$ cat src/rtl/mini_src_exec_ctrl_if.sv
// Strobe and handshake bundle between the Mini SRC control sequencer and its datapath.
interface mini_src_exec_ctrl_if #(
  parameter int IR_W = 32,
  parameter int NREG = 16
);
  logic            run;
  logic            mem_ready;
  logic [IR_W-1:0] IR;
  logic [NREG-1:0] Rin;
  logic [NREG-1:0] Rout;
  logic            PCout, MARin, IncPC, Zin, Zlowout, Zhighout, PCin, Read;
  logic            MDRin, MDRout, IRin, Yin, HIin, LOin, Cout;
  logic [12:0]     alu_sel;
  logic            done;
  logic            err;
  logic [3:0]      state_dbg;

  modport master (
    input  run, mem_ready, IR,
    output Rin, Rout, PCout, MARin, IncPC, Zin, Zlowout, Zhighout, PCin, Read,
           MDRin, MDRout, IRin, Yin, HIin, LOin, Cout, alu_sel, done, err, state_dbg
  );

  modport slave (
    output run, mem_ready, IR,
    input  Rin, Rout, PCout, MARin, IncPC, Zin, Zlowout, Zhighout, PCin, Read,
           MDRin, MDRout, IRin, Yin, HIin, LOin, Cout, alu_sel, done, err, state_dbg
  );
endinterface

$ cat src/rtl/mini_src_exec_ctrl.sv
// Mini SRC fetch/execute sequencer: strobes decode from state + IR; 5-7 cycles per instruction, stalls in T1 on mem_ready.
// Defining MINI_SRC_IMM_EN adds the addi/andi/ori immediate ops (constant driven onto the bus via Cout).
module mini_src_exec_ctrl #(
  parameter int IR_W            = 32,
  parameter int NREG            = 16,
  parameter bit HALT_ON_ILLEGAL = 1'b1
) (
  input logic                  clock,
  input logic                  clear,
  mini_src_exec_ctrl_if.master ctl
);

  typedef enum logic [3:0] {
    S_IDLE = 4'd0,
    S_T0   = 4'd1,
    S_T1   = 4'd2,
    S_T2   = 4'd3,
    S_T3   = 4'd4,
    S_T4   = 4'd5,
    S_T5   = 4'd6,
    S_T6   = 4'd7,
    S_HALT = 4'd8
  } state_e;

  state_e state_q, state_d, restart_st;

  logic [4:0]  op;
  logic [3:0]  ra, rb, rc;
  logic        is_3op, is_md, is_un, is_imm, illegal;
  logic [12:0] alu_op;

  assign op = ctl.IR[IR_W-1  -: 5];
  assign ra = ctl.IR[IR_W-6  -: 4];
  assign rb = ctl.IR[IR_W-10 -: 4];
  assign rc = ctl.IR[IR_W-14 -: 4];

  assign is_3op = (op <= 5'd8);
  assign is_md  = (op == 5'd12) || (op == 5'd13);
  assign is_un  = (op == 5'd14) || (op == 5'd15);
`ifdef MINI_SRC_IMM_EN
  assign is_imm = (op >= 5'd9) && (op <= 5'd11);
`else
  assign is_imm = 1'b0;
`endif
  assign illegal = !(is_3op || is_md || is_un || is_imm);

  // After the done step run alone decides between back-to-back fetch and IDLE.
  assign restart_st = ctl.run ? S_T0 : S_IDLE;

  function automatic logic [NREG-1:0] reg_sel(input logic [3:0] idx);
    reg_sel      = '0;
    reg_sel[idx] = 1'b1;
  endfunction

  // alu_sel bit 12 is ADD, walking down to DIV at bit 0.
  always_comb begin
    alu_op = '0;
    case (op)
      5'd12:   alu_op = 13'h0001;
      5'd13:   alu_op = 13'h0002;
      5'd14:   alu_op = 13'h0008;
      5'd15:   alu_op = 13'h0004;
`ifdef MINI_SRC_IMM_EN
      5'd9:    alu_op = 13'h1000;
      5'd10:   alu_op = 13'h0400;
      5'd11:   alu_op = 13'h0200;
`endif
      default: if (is_3op) alu_op = 13'h1000 >> op;
    endcase
  end

  always_comb begin
    state_d       = state_q;
    ctl.Rin       = '0;
    ctl.Rout      = '0;
    ctl.PCout     = 1'b0;
    ctl.MARin     = 1'b0;
    ctl.IncPC     = 1'b0;
    ctl.Zin       = 1'b0;
    ctl.Zlowout   = 1'b0;
    ctl.Zhighout  = 1'b0;
    ctl.PCin      = 1'b0;
    ctl.Read      = 1'b0;
    ctl.MDRin     = 1'b0;
    ctl.MDRout    = 1'b0;
    ctl.IRin      = 1'b0;
    ctl.Yin       = 1'b0;
    ctl.HIin      = 1'b0;
    ctl.LOin      = 1'b0;
    ctl.Cout      = 1'b0;
    ctl.alu_sel   = '0;
    ctl.done      = 1'b0;
    ctl.err       = 1'b0;
    ctl.state_dbg = state_q;
    case (state_q)
      S_IDLE: if (ctl.run) state_d = S_T0;
      S_T0: begin
        ctl.PCout = 1'b1;
        ctl.MARin = 1'b1;
        ctl.IncPC = 1'b1;
        ctl.Zin   = 1'b1;
        state_d   = S_T1;
      end
      S_T1: begin
        ctl.Zlowout = 1'b1;
        ctl.PCin    = 1'b1;
        ctl.Read    = 1'b1;
        ctl.MDRin   = 1'b1;
        if (ctl.mem_ready) state_d = S_T2;
      end
      S_T2: begin
        ctl.MDRout = 1'b1;
        ctl.IRin   = 1'b1;
        state_d    = S_T3;
      end
      S_T3: begin
        if (illegal) begin
          ctl.err = 1'b1;
          state_d = HALT_ON_ILLEGAL ? S_HALT : S_IDLE;
        end else if (is_un) begin
          ctl.Rout    = reg_sel(rb);
          ctl.alu_sel = alu_op;
          ctl.Zin     = 1'b1;
          state_d     = S_T4;
        end else begin
          ctl.Rout = reg_sel(is_md ? ra : rb);
          ctl.Yin  = 1'b1;
          state_d  = S_T4;
        end
      end
      S_T4: begin
        if (is_un) begin
          ctl.Zlowout = 1'b1;
          ctl.Rin     = reg_sel(ra);
          ctl.done    = 1'b1;
          state_d     = restart_st;
        end else begin
          ctl.alu_sel = alu_op;
          ctl.Zin     = 1'b1;
          if (is_imm) ctl.Cout = 1'b1;
          else        ctl.Rout = reg_sel(is_md ? rb : rc);
          state_d = S_T5;
        end
      end
      S_T5: begin
        ctl.Zlowout = 1'b1;
        if (is_md) begin
          ctl.LOin = 1'b1;
          state_d  = S_T6;
        end else begin
          ctl.Rin  = reg_sel(ra);
          ctl.done = 1'b1;
          state_d  = restart_st;
        end
      end
      S_T6: begin
        ctl.Zhighout = 1'b1;
        ctl.HIin     = 1'b1;
        ctl.done     = 1'b1;
        state_d      = restart_st;
      end
      S_HALT: ctl.err = 1'b1;
      default: state_d = S_IDLE;
    endcase
  end

  always_ff @(posedge clock) begin
    if (clear) state_q <= S_IDLE;
    else       state_q <= state_d;
  end

endmodule
$ cat src/flat_wrapper.sv
// flat-port wrapper written by rule: the top's interface ports become plain ports
module mini_src_exec_ctrl_flat 
#(
  parameter int IR_W            = 32,
  parameter int NREG            = 16,
  parameter bit HALT_ON_ILLEGAL = 1'b1
)
  (clock, clear, ctl_run, ctl_mem_ready, ctl_IR, ctl_Rin, ctl_Rout, ctl_PCout, ctl_MARin, ctl_IncPC, ctl_Zin, ctl_Zlowout, ctl_Zhighout, ctl_PCin, ctl_Read, ctl_MDRin, ctl_MDRout, ctl_IRin, ctl_Yin, ctl_HIin, ctl_LOin, ctl_Cout, ctl_alu_sel, ctl_done, ctl_err, ctl_state_dbg);
  mini_src_exec_ctrl_if #(.IR_W(IR_W), .NREG(NREG)) ctl_i ();
  input logic clock;
  input logic clear;
  input wire logic [$bits(ctl_i.run)-1:0] ctl_run;
  input wire logic [$bits(ctl_i.mem_ready)-1:0] ctl_mem_ready;
  input wire logic [$bits(ctl_i.IR)-1:0] ctl_IR;
  output wire logic [$bits(ctl_i.Rin)-1:0] ctl_Rin;
  output wire logic [$bits(ctl_i.Rout)-1:0] ctl_Rout;
  output wire logic [$bits(ctl_i.PCout)-1:0] ctl_PCout;
  output wire logic [$bits(ctl_i.MARin)-1:0] ctl_MARin;
  output wire logic [$bits(ctl_i.IncPC)-1:0] ctl_IncPC;
  output wire logic [$bits(ctl_i.Zin)-1:0] ctl_Zin;
  output wire logic [$bits(ctl_i.Zlowout)-1:0] ctl_Zlowout;
  output wire logic [$bits(ctl_i.Zhighout)-1:0] ctl_Zhighout;
  output wire logic [$bits(ctl_i.PCin)-1:0] ctl_PCin;
  output wire logic [$bits(ctl_i.Read)-1:0] ctl_Read;
  output wire logic [$bits(ctl_i.MDRin)-1:0] ctl_MDRin;
  output wire logic [$bits(ctl_i.MDRout)-1:0] ctl_MDRout;
  output wire logic [$bits(ctl_i.IRin)-1:0] ctl_IRin;
  output wire logic [$bits(ctl_i.Yin)-1:0] ctl_Yin;
  output wire logic [$bits(ctl_i.HIin)-1:0] ctl_HIin;
  output wire logic [$bits(ctl_i.LOin)-1:0] ctl_LOin;
  output wire logic [$bits(ctl_i.Cout)-1:0] ctl_Cout;
  output wire logic [$bits(ctl_i.alu_sel)-1:0] ctl_alu_sel;
  output wire logic [$bits(ctl_i.done)-1:0] ctl_done;
  output wire logic [$bits(ctl_i.err)-1:0] ctl_err;
  output wire logic [$bits(ctl_i.state_dbg)-1:0] ctl_state_dbg;
  assign ctl_i.run = ctl_run;
  assign ctl_i.mem_ready = ctl_mem_ready;
  assign ctl_i.IR = ctl_IR;
  assign ctl_Rin = ctl_i.Rin;
  assign ctl_Rout = ctl_i.Rout;
  assign ctl_PCout = ctl_i.PCout;
  assign ctl_MARin = ctl_i.MARin;
  assign ctl_IncPC = ctl_i.IncPC;
  assign ctl_Zin = ctl_i.Zin;
  assign ctl_Zlowout = ctl_i.Zlowout;
  assign ctl_Zhighout = ctl_i.Zhighout;
  assign ctl_PCin = ctl_i.PCin;
  assign ctl_Read = ctl_i.Read;
  assign ctl_MDRin = ctl_i.MDRin;
  assign ctl_MDRout = ctl_i.MDRout;
  assign ctl_IRin = ctl_i.IRin;
  assign ctl_Yin = ctl_i.Yin;
  assign ctl_HIin = ctl_i.HIin;
  assign ctl_LOin = ctl_i.LOin;
  assign ctl_Cout = ctl_i.Cout;
  assign ctl_alu_sel = ctl_i.alu_sel;
  assign ctl_done = ctl_i.done;
  assign ctl_err = ctl_i.err;
  assign ctl_state_dbg = ctl_i.state_dbg;
  mini_src_exec_ctrl #(.IR_W(IR_W), .NREG(NREG), .HALT_ON_ILLEGAL(HALT_ON_ILLEGAL)) u_core (.clock(clock), .clear(clear), .ctl(ctl_i));
endmodule
$ cat config.mk
export PLATFORM = sky130hd
export DESIGN_NAME = mini_src_exec_ctrl_flat
export DESIGN_NICKNAME = d
export VERILOG_FILES = /design/src/rtl/mini_src_exec_ctrl_if.sv /design/src/rtl/mini_src_exec_ctrl.sv /design/src/flat_wrapper.sv
export SDC_FILE = /design/constraint.sdc
export NUM_CORES = 1
export LEC_CHECK = 0
export ABC_CLOCK_PERIOD_IN_PS = 6200
export CORE_ASPECT_RATIO = 1.1
export CORE_MARGIN = 2
export CORE_UTILIZATION = 39
export CTS_CLUSTER_DIAMETER = 200
export DETAILED_ROUTE_END_ITERATION = 8
export GPL_TIMING_DRIVEN = 0
export HOLD_SLACK_MARGIN = 0.06
export PLACE_DENSITY = 0.92
export RECOVER_POWER = 50
export SKIP_LAST_GASP = 1
export SLEW_MARGIN = 20
export SYNTH_ARGS = -nofsm -noshare
export SYNTH_HDL_FRONTEND = slang
export SYNTH_SLANG_ARGS = --single-unit
$ cat constraint.sdc
create_clock -name clock -period 6.2 [get_ports clock]
set_clock_uncertainty 0.2 [all_clocks]
set_input_delay 1.86 -clock clock [delete_from_list [all_inputs] [get_ports clock]]
set_output_delay 1.86 -clock clock [all_outputs]
set_load 0.005 [all_outputs]
== Yosys cells after proc, flatten, opt, wreduce, memory -nomap -nowiden ==
Cells that the tools add are included.
W data, S select, Z words.
Word-level totals
  bits in registers: 4
  input bits: 36
  output and inout bits: 66
  word-level logic and storage cells: 84
Cells by class
  magnitude comparators: 9
  equality and inequality tests: 14
  shifts and indexed selects: 1
  muxes and demuxes: 47
  bitwise logic cells: 1
  reduce and logical (&&, ||, !) cells: 11
Operators with widths (count)
  $mux W16: 5
  $pmux W16 S2: 2
  $mux W13: 4
  $pmux W13 S4: 1
  $pmux W4 S9: 1
  $mux W4: 7
  $pmux W13 S2: 1
  $eq A5 B4 Y1 const B: 4
  $lt A4 B5 Y1 const B: 4
  $mux W1: 18
  $demux W1 S4: 4
  $eq A4 B3 Y1 const B: 4
  $ge A4 B1 Y1 const B: 4
  $shr A13 B5 Y13 const A: 1
  $eq A4 B2 Y1 const B: 2
  $pmux W1 S3: 2
  $le A5 B4 Y1 const B: 1
  $eq A4 B1 Y1 const B: 1
  $eq A4 B4 Y1 const B: 1
  $logic_and A1 B1 Y1: 4
  $logic_not A4 Y1: 1
  $logic_or A1 B1 Y1: 4
  $ne A2 B2 Y1 const B: 2
  $pmux W1 S2: 2
  other kinds (3): 3

== Depth between registers and ports, before layout ==
Gate-level depths: netlist (run 1).
  depth after elaboration: 10
  depth in mapped cells: 7
  mapped depth without buffers: 4

== Worst setup path after synthesis (run 1) ==
Ideal clock, no wire load.
  path kind: in2out
  from: input port ctl_IR[29]
  to: output port ctl_Rout[3]
  arrival time: 3.127 ns
  required time: 4.140 ns
  slack: 1.013 ns
  stages on the path: 6
  buffers on the path: 2
  cell sequence: buf_2 -> nor4bb_1 -> clkbuf_1 -> a22oi_1 -> or3_1 -> o211ai_1
On the way
  longest elaborated chain between the ends: 10
Ends and longest elaborated chain
  start: declaration: RTL line flat_wrapper.sv:14  | input wire logic [$bits(ctl_i.IR)-1:0] ctl_IR;
  $eq A5 B4 Y1: RTL line mini_src_exec_ctrl.sv:38  | assign is_md = (op == 5'd12) || (op == 5'd13);
  $logic_or A1 B1 Y1: RTL line mini_src_exec_ctrl.sv:38
  $mux W4: RTL line mini_src_exec_ctrl.sv:126  | ctl.Rout = reg_sel(is_md ? ra : rb);
  $lt A4 B5 Y1 (implied by the code) or $ge A4 B1 Y1 (tied branches): RTL line mini_src_exec_ctrl.sv:52  | reg_sel[idx] = 1'b1;
  $logic_and A1 B1 Y1 (implied by the code): RTL line mini_src_exec_ctrl.sv:52
  $mux W1 (implied by the code): RTL line mini_src_exec_ctrl.sv:52
  $demux W1 S4
  $mux W16: RTL line mini_src_exec_ctrl.sv:120  | end else if (is_un) begin
  $mux W16: RTL line mini_src_exec_ctrl.sv:117  | if (illegal) begin
  $pmux W16 S2 *: RTL line mini_src_exec_ctrl.sv:95  | case (state_q)
  end: declaration: RTL line flat_wrapper.sv:16  | output wire logic [$bits(ctl_i.Rout)-1:0] ctl_Rout;
Mark *: on every way between the ends. The rest lies on a longest branch, timed or not.

== Worst setup path in the final report (run 1) ==
  from: input port ctl_IR[27]
  to: output port ctl_Rout[13]
The elaborated chain is that of the path after synthesis.

==> qor.csv, run 1 <==
metric,value,unit
Syn Inst Count,235,
starting utilization of the core area,40.2,%
critical path depth,7,
DR pass1 iterations,5,
Multi-input gate area,1350,sq um
hold_buf cts,0,
Synth Register Bits,4,
critical path required time,4140,ps
status,"finished, final reports clean",
post-synthesis instance area,1450,sq um
Syn. warnings,0,
RSZ-0062 raised after global routing,yes,
slew at the pin with the worst max-slew slack,720,ps
Final ANT Viol Nets,0,
Avg Vias per Cell,5.99,
PortBufs,81,
CP Cell Sequence,"dlygate4sd3_1, and3b_1, a211oi_4, buf_4, nand2_1, o221ai_1, clkdlybuf4s50_1",
CTS tree,yes,
Die ar.,4220,sq um
largest net degree at the start of global routing,11,
Syn-to-layout area delta,77.2,%
Vias,2240,
num ports,102,
Worst Reg-to-Reg Cells,6,
clk_lat worst skew,220,ps
final setup vio count,0,
R2R Path Start,u_core.ctl.state_dbg[3],
routability congestion estimate,1.04,
Final Slew Violations,0,
# diodes,0,
Peak supply drop,0.0415,mV
worst rel slew slack,51.8,%
ranking of synthesized cells by area,"nor2_1, nor3_1, nand2_1",
flip-flop and latch area,80.1,sq um
clock slew at reported path FFs,30,ps
count of non-filler cells in the finished layout,374,
Placement Cell Area,2320,sq um
fraction of registers with async set/reset,0,%
initial antenna violation count,0,
WL/cell,17.4,um
worst reg2reg endpoint,u_core.ctl.state_dbg[2],
Placeable Area,3600,sq um
crit path from,ctl_IR[27],
Total Wirelength,6.49,mm
dominant synthesized flop cell,dfxtp_1,
CP bufs+invs,3,
crit path launch type,input pin,
"CP delay by family, top",buffers and inverters,
Syn Nets,271,
Leak Pwr,0.000945,uW
critical path capture point type,primary output,
Power Dens Cells,79.3,nW/um^2
Fillers,302,
Cell variety after synth,48,
DRC,0,
crit-path max FO,9,
Num CTS Buffers,3,
mean post-synth cell area,6.16,sq um
WP data arrival,4080,ps
post-route cell area,2560,sq um
crit path to,ctl_Rout[13],
max_cap viols,0,
total grt overflow,0,
Fin. Hold Viols,0,
H-tree Lvls,1,
CTS sink count,4,
FF-to-FF setup slack,4200,ps
Die Y,67.9,um
Max Fclk,163,MHz
Final min period,6140,ps
layout net count,362,
Hold Path Class,register to register,
period utilization,99.1,%
Die Width,62.1,um
post-synth top area share,9.33,%
HPWL Detailed,4.85,mm
Worst path slowest cell,dlygate4sd3_1,
Synth top cells by count,"nor2_1, nand2_1, nor3_1, nand2b_1, nand3_1",
kind of critical path,input pin to primary output,
Yosys top cell by area,nor2_1,
Fin Setup TNS,0,ps
Post-Place Cells,366,
clk buf depth,2,
Largest register FFs,4,
CP peak stage delay,630,ps
Total GRT Usage,29.8,%
Post-synth EDFFs,0,
top-count cell post-synth,nor2_1,
Detailed Route Iter0 Violations,268,
row count,23,
layout cells sized above 1,15.4,%
clock root cell,clkbuf_8,
vias in the first global route,1904,
"Seq/Total Area, Yosys",5.53,%
first-pass GRT wire length,9.47,mm
-- cell families after synthesis --
kind of cell / synth area share (%)
mux: 8.12
buf+inv: 10.4
simple gates: 51.3
compound gates: 23.8
xor+xnor: 0.605
other cells: 0.259
flops: 5.53
-- layout by cell type, fill, tap and decap left out, drive strengths merged, types with 3 or more instances in the layout --
cell type,instances
o221ai,6
nor2b,5
buf,23
mux2i,5
mux2,6
dlymetal6s2s,3
nand3,11
clkdlybuf4s50,73
nand2,24
dfxtp,4
nor2,36
o21ai,11
dlygate4sd3,5
and3,4
a21oi,6
nand2b,11
clkbuf,9
inv,5
nand4,8
nor3,25
o211ai,9
-- where the power goes --
group	switching, uW	internal [uW]	total (uW)
logic	59.6	56.4	116
clock network	13.5	41.4	54.8
registers	4.48	28.0	32.5
-- area by class of cell --
type | instances | share of cell area [%]
Multi-Input combinational cell | 202 | 52.6
Timing Repair Buffer | 87 | 33.7
Buffer | 23 | 5.80
Sequential cell | 4 | 3.12
Tap cell | 50 | 2.44
Clock buffer | 3 | 1.61
Inverter | 5 | 0.732
-- worst min-delay path by stage --
stage / from / to / slack [ps] / cells past startpoint
after detailed placement: u_core.ctl.state_dbg[3] / u_core.ctl.state_dbg[1] / 480 / 4
after floorplan: u_core.ctl.state_dbg[3] / u_core.ctl.state_dbg[1] / 450 / 4
after CTS: u_core.ctl.state_dbg[3] / u_core.ctl.state_dbg[1] / 480 / 4
final: u_core.ctl.state_dbg[3] / u_core.ctl.state_dbg[1] / 490 / 4
after global routing: u_core.ctl.state_dbg[3] / u_core.ctl.state_dbg[1] / 510 / 4
after global placement: u_core.ctl.state_dbg[3] / u_core.ctl.state_dbg[1] / 470 / 4
-- timing repair --
item | CTS | global route
pin swaps | 1 | 4
gates cloned | 0 | 0
buffers inserted | 3 | 3
gates resized for setup | 11 | 32
setup endpoints to repair | 24 | 32
-- worst min-delay path, stage by stage, from the launching register on --
cell	delay (ps)
dfxtp_1	330
buf_6	140
nor2_1	60
nand2_1	70
a211oi_1	40
-- layer usage --
layer | part of all wire (%) | track usage [%] | wire length, um
met5 | 0 | 0 | 0
met4 | 2.0 | 9.57 | 127
met3 | 8.4 | 3.59 | 544
met2 | 52 | 52.1 | 3360
met1 | 38 | 36.9 | 2460
-- metrics by stage --
| step | total power, uW | worst slack [ps] | util (%) | hold slack (ps) |
|---|---|---|---|---|
| 5_1_grt | 213 | -48.8 | 71.3 | 513 |
| 3_5_place_dp | 136 | -599 | 64.5 | 482 |
| 4_1_cts | 193 | -111 | 67.4 | 483 |
| 6_report | 203 | 56.4 | 71.3 | 492 |
| 2_1_floorplan | 87.6 | 1010 | - | 452 |
| 3_3_place_gp | 134 | -622 | 64.5 | 468 |
No activity file was read; power rests on OpenSTA's default activity.
==> inputs of run 2 (changes only) <==
RECOVER_POWER = 100   (was 50)
SETUP_SLACK_MARGIN = 0.2   (was not set)
==> qor.csv, run 2 (synthesis results as in run 1) <==
metric,value,unit
sequential share of power,15.8,%
clock root cell,clkbuf_8,
post-route cell area,2700,sq um
clk buf depth,2,
slew at the pin with the worst max-slew slack,788,ps
"most common cell after layout, fill and taps aside",dlygate4sd3_1,
crit-path max FO,7,
Post-Place Cells,366,
row count,23,
Placement Cell Area,2320,sq um
Die ar.,4220,sq um
Peak supply drop,0.0386,mV
Die Y,67.9,um
Post-Route Utilization,75.0,%
Clock power frac,26.1,%
Worst path slowest cell,dlygate4sd3_1,
DRC,0,
Detailed Route Iter0 Violations,317,
total grt overflow,0,
CTS tree,yes,
Vias,2345,
critical path required time,4140,ps
Hold Path Class,register to register,
status,"finished, final reports clean",
Fin Setup TNS,0,ps
CTS sink count,4,
crit path launch type,input pin,
Max Fclk,164,MHz
"commonest cells after routing, fill and taps aside","dlygate4sd3_1, nor2_1, nand2_1, clkdlybuf4s50_1, buf_4",
first-pass GRT wire length,9.96,mm
PortBufs,81,
Avg Vias per Cell,6.11,
clk_lat worst skew,220,ps
sw power,80.4,uW
Logic pwr share,58.2,%
CP peak stage delay,640,ps
period utilization,98.3,%
Num CTS Buffers,3,
vias in the first global route,2022,
Leak Pwr,0.00124,uW
HPWL Detailed,4.85,mm
layout cells sized above 1,21.3,%
largest net degree at the start of global routing,11,
DR pass1 iterations,5,
Final Slew Violations,0,
clock slew at reported path FFs,30,ps
worst rel slew slack,47.2,%
Placeable Area,3600,sq um
critical path capture point type,primary output,
WP data arrival,4030,ps
Total GRT Usage,31.6,%
RSZ-0062 raised after global routing,yes,
Power Dens Cells,76.7,nW/um^2
final setup vio count,0,
initial antenna violation count,0,
Die Width,62.1,um
Fillers,281,
Final ANT Viol Nets,0,
kind of critical path,input pin to primary output,
switch share,38.9,%
max_cap viols,0,
Total Wirelength,7.04,mm
hold_buf cts,0,
Fin. Hold Viols,0,
starting utilization of the core area,40.2,%
layout net count,372,
num ports,102,
count of non-filler cells in the finished layout,384,
Final min period,6090,ps
Pint,126,uW
CP most frequent cell,dlygate4sd3_1,
CP Cell Sequence,"dlygate4sd3_1, or2_2, a31o_2, a21oi_1, nor3_1, dlygate4sd3_1",
Syn-to-layout area delta,86.3,%
WL/cell,18.3,um
# diodes,0,
H-tree Lvls,1,
routability congestion estimate,1.04,
Fin Hold WS,487,ps
Largest register FFs,4,
## run 2: cell count changes in the layout (fill, tap and decap cells not counted), sizes merged, moves of 4 or more
cell	delta
clkbuf	+4
dlygate4sd3	+36
buf	+6
dlygate4sd2	+5
clkdlybuf4s50	-51
dlymetal6s2s	+7
## run 2: critical path: cells and delay by family
| kind | cells | cell delay, ps |
|---|---|---|
| compound gates | 2 | 500 |
| simple gates | 2 | 440 |
| buf+inv | 2 | 1230 |
## run 2: layer usage
metal / up-vias / track usage [%] / routed length (um)
li1: 1061 / - / -
met1: 1085 / 38.0 / 2670
met2: 165 / 54.0 / 3550
met3: 34 / 5.10 / 553
met4: 0 / 13.8 / 264
met5: - / 0 / 0
## run 2: area by class of cell
| type | count | area [sq um] | share of cell area (%) |
|---|---|---|---|
| timing repair buffer | 96 | 943 | 35.0 |
| clock buffer | 3 | 41.3 | 1.53 |
| sequential | 4 | 80.1 | 2.97 |
| inverter | 5 | 18.8 | 0.696 |
| tap | 50 | 62.6 | 2.32 |
| multi-input combinational | 202 | 1380 | 51.1 |
| buffer | 24 | 171 | 6.36 |
## run 2: worst paths after layout
path | depth (start not counted) | startpoint | slack, ps | endpoint
worst max-delay path | 6 | ctl_IR[27] | 110 | ctl_err
worst min-delay path | 4 | u_core.ctl.state_dbg[3] | 490 | u_core.ctl.state_dbg[1]
worst max register to register | 6 | u_core.ctl.state_dbg[3] | 4230 | u_core.ctl.state_dbg[2]
worst min register to register | 4 | u_core.ctl.state_dbg[3] | 490 | u_core.ctl.state_dbg[1]
## run 2: power by group through the flow
stage | Combinational, uW | Clock (uW) | Sequential [uW]
floorplan | 56.1 | 0 | 31.5
global placement | 102 | 0 | 32.5
detailed placement | 103 | 0 | 32.4
CTS | 116 | 54.2 | 32.3
global route | 129 | 55.6 | 32.7
finish | 120 | 53.9 | 32.6
## run 2: metrics by stage
step	setup WS, ps	power, uW
3_3_place_gp	-622	134
2_1_floorplan	1010	87.6
3_5_place_dp	-599	136
6_report	107	207
4_1_cts	116	202
5_1_grt	51.5	217
## run 2: timing repair
action / 4_1_cts / 5_1_grt
gates resized for setup: 46 / 33
setup buffers: 9 / 6
endpoints found under the setup margin: 37 / 21
pin swaps: 8 / 12
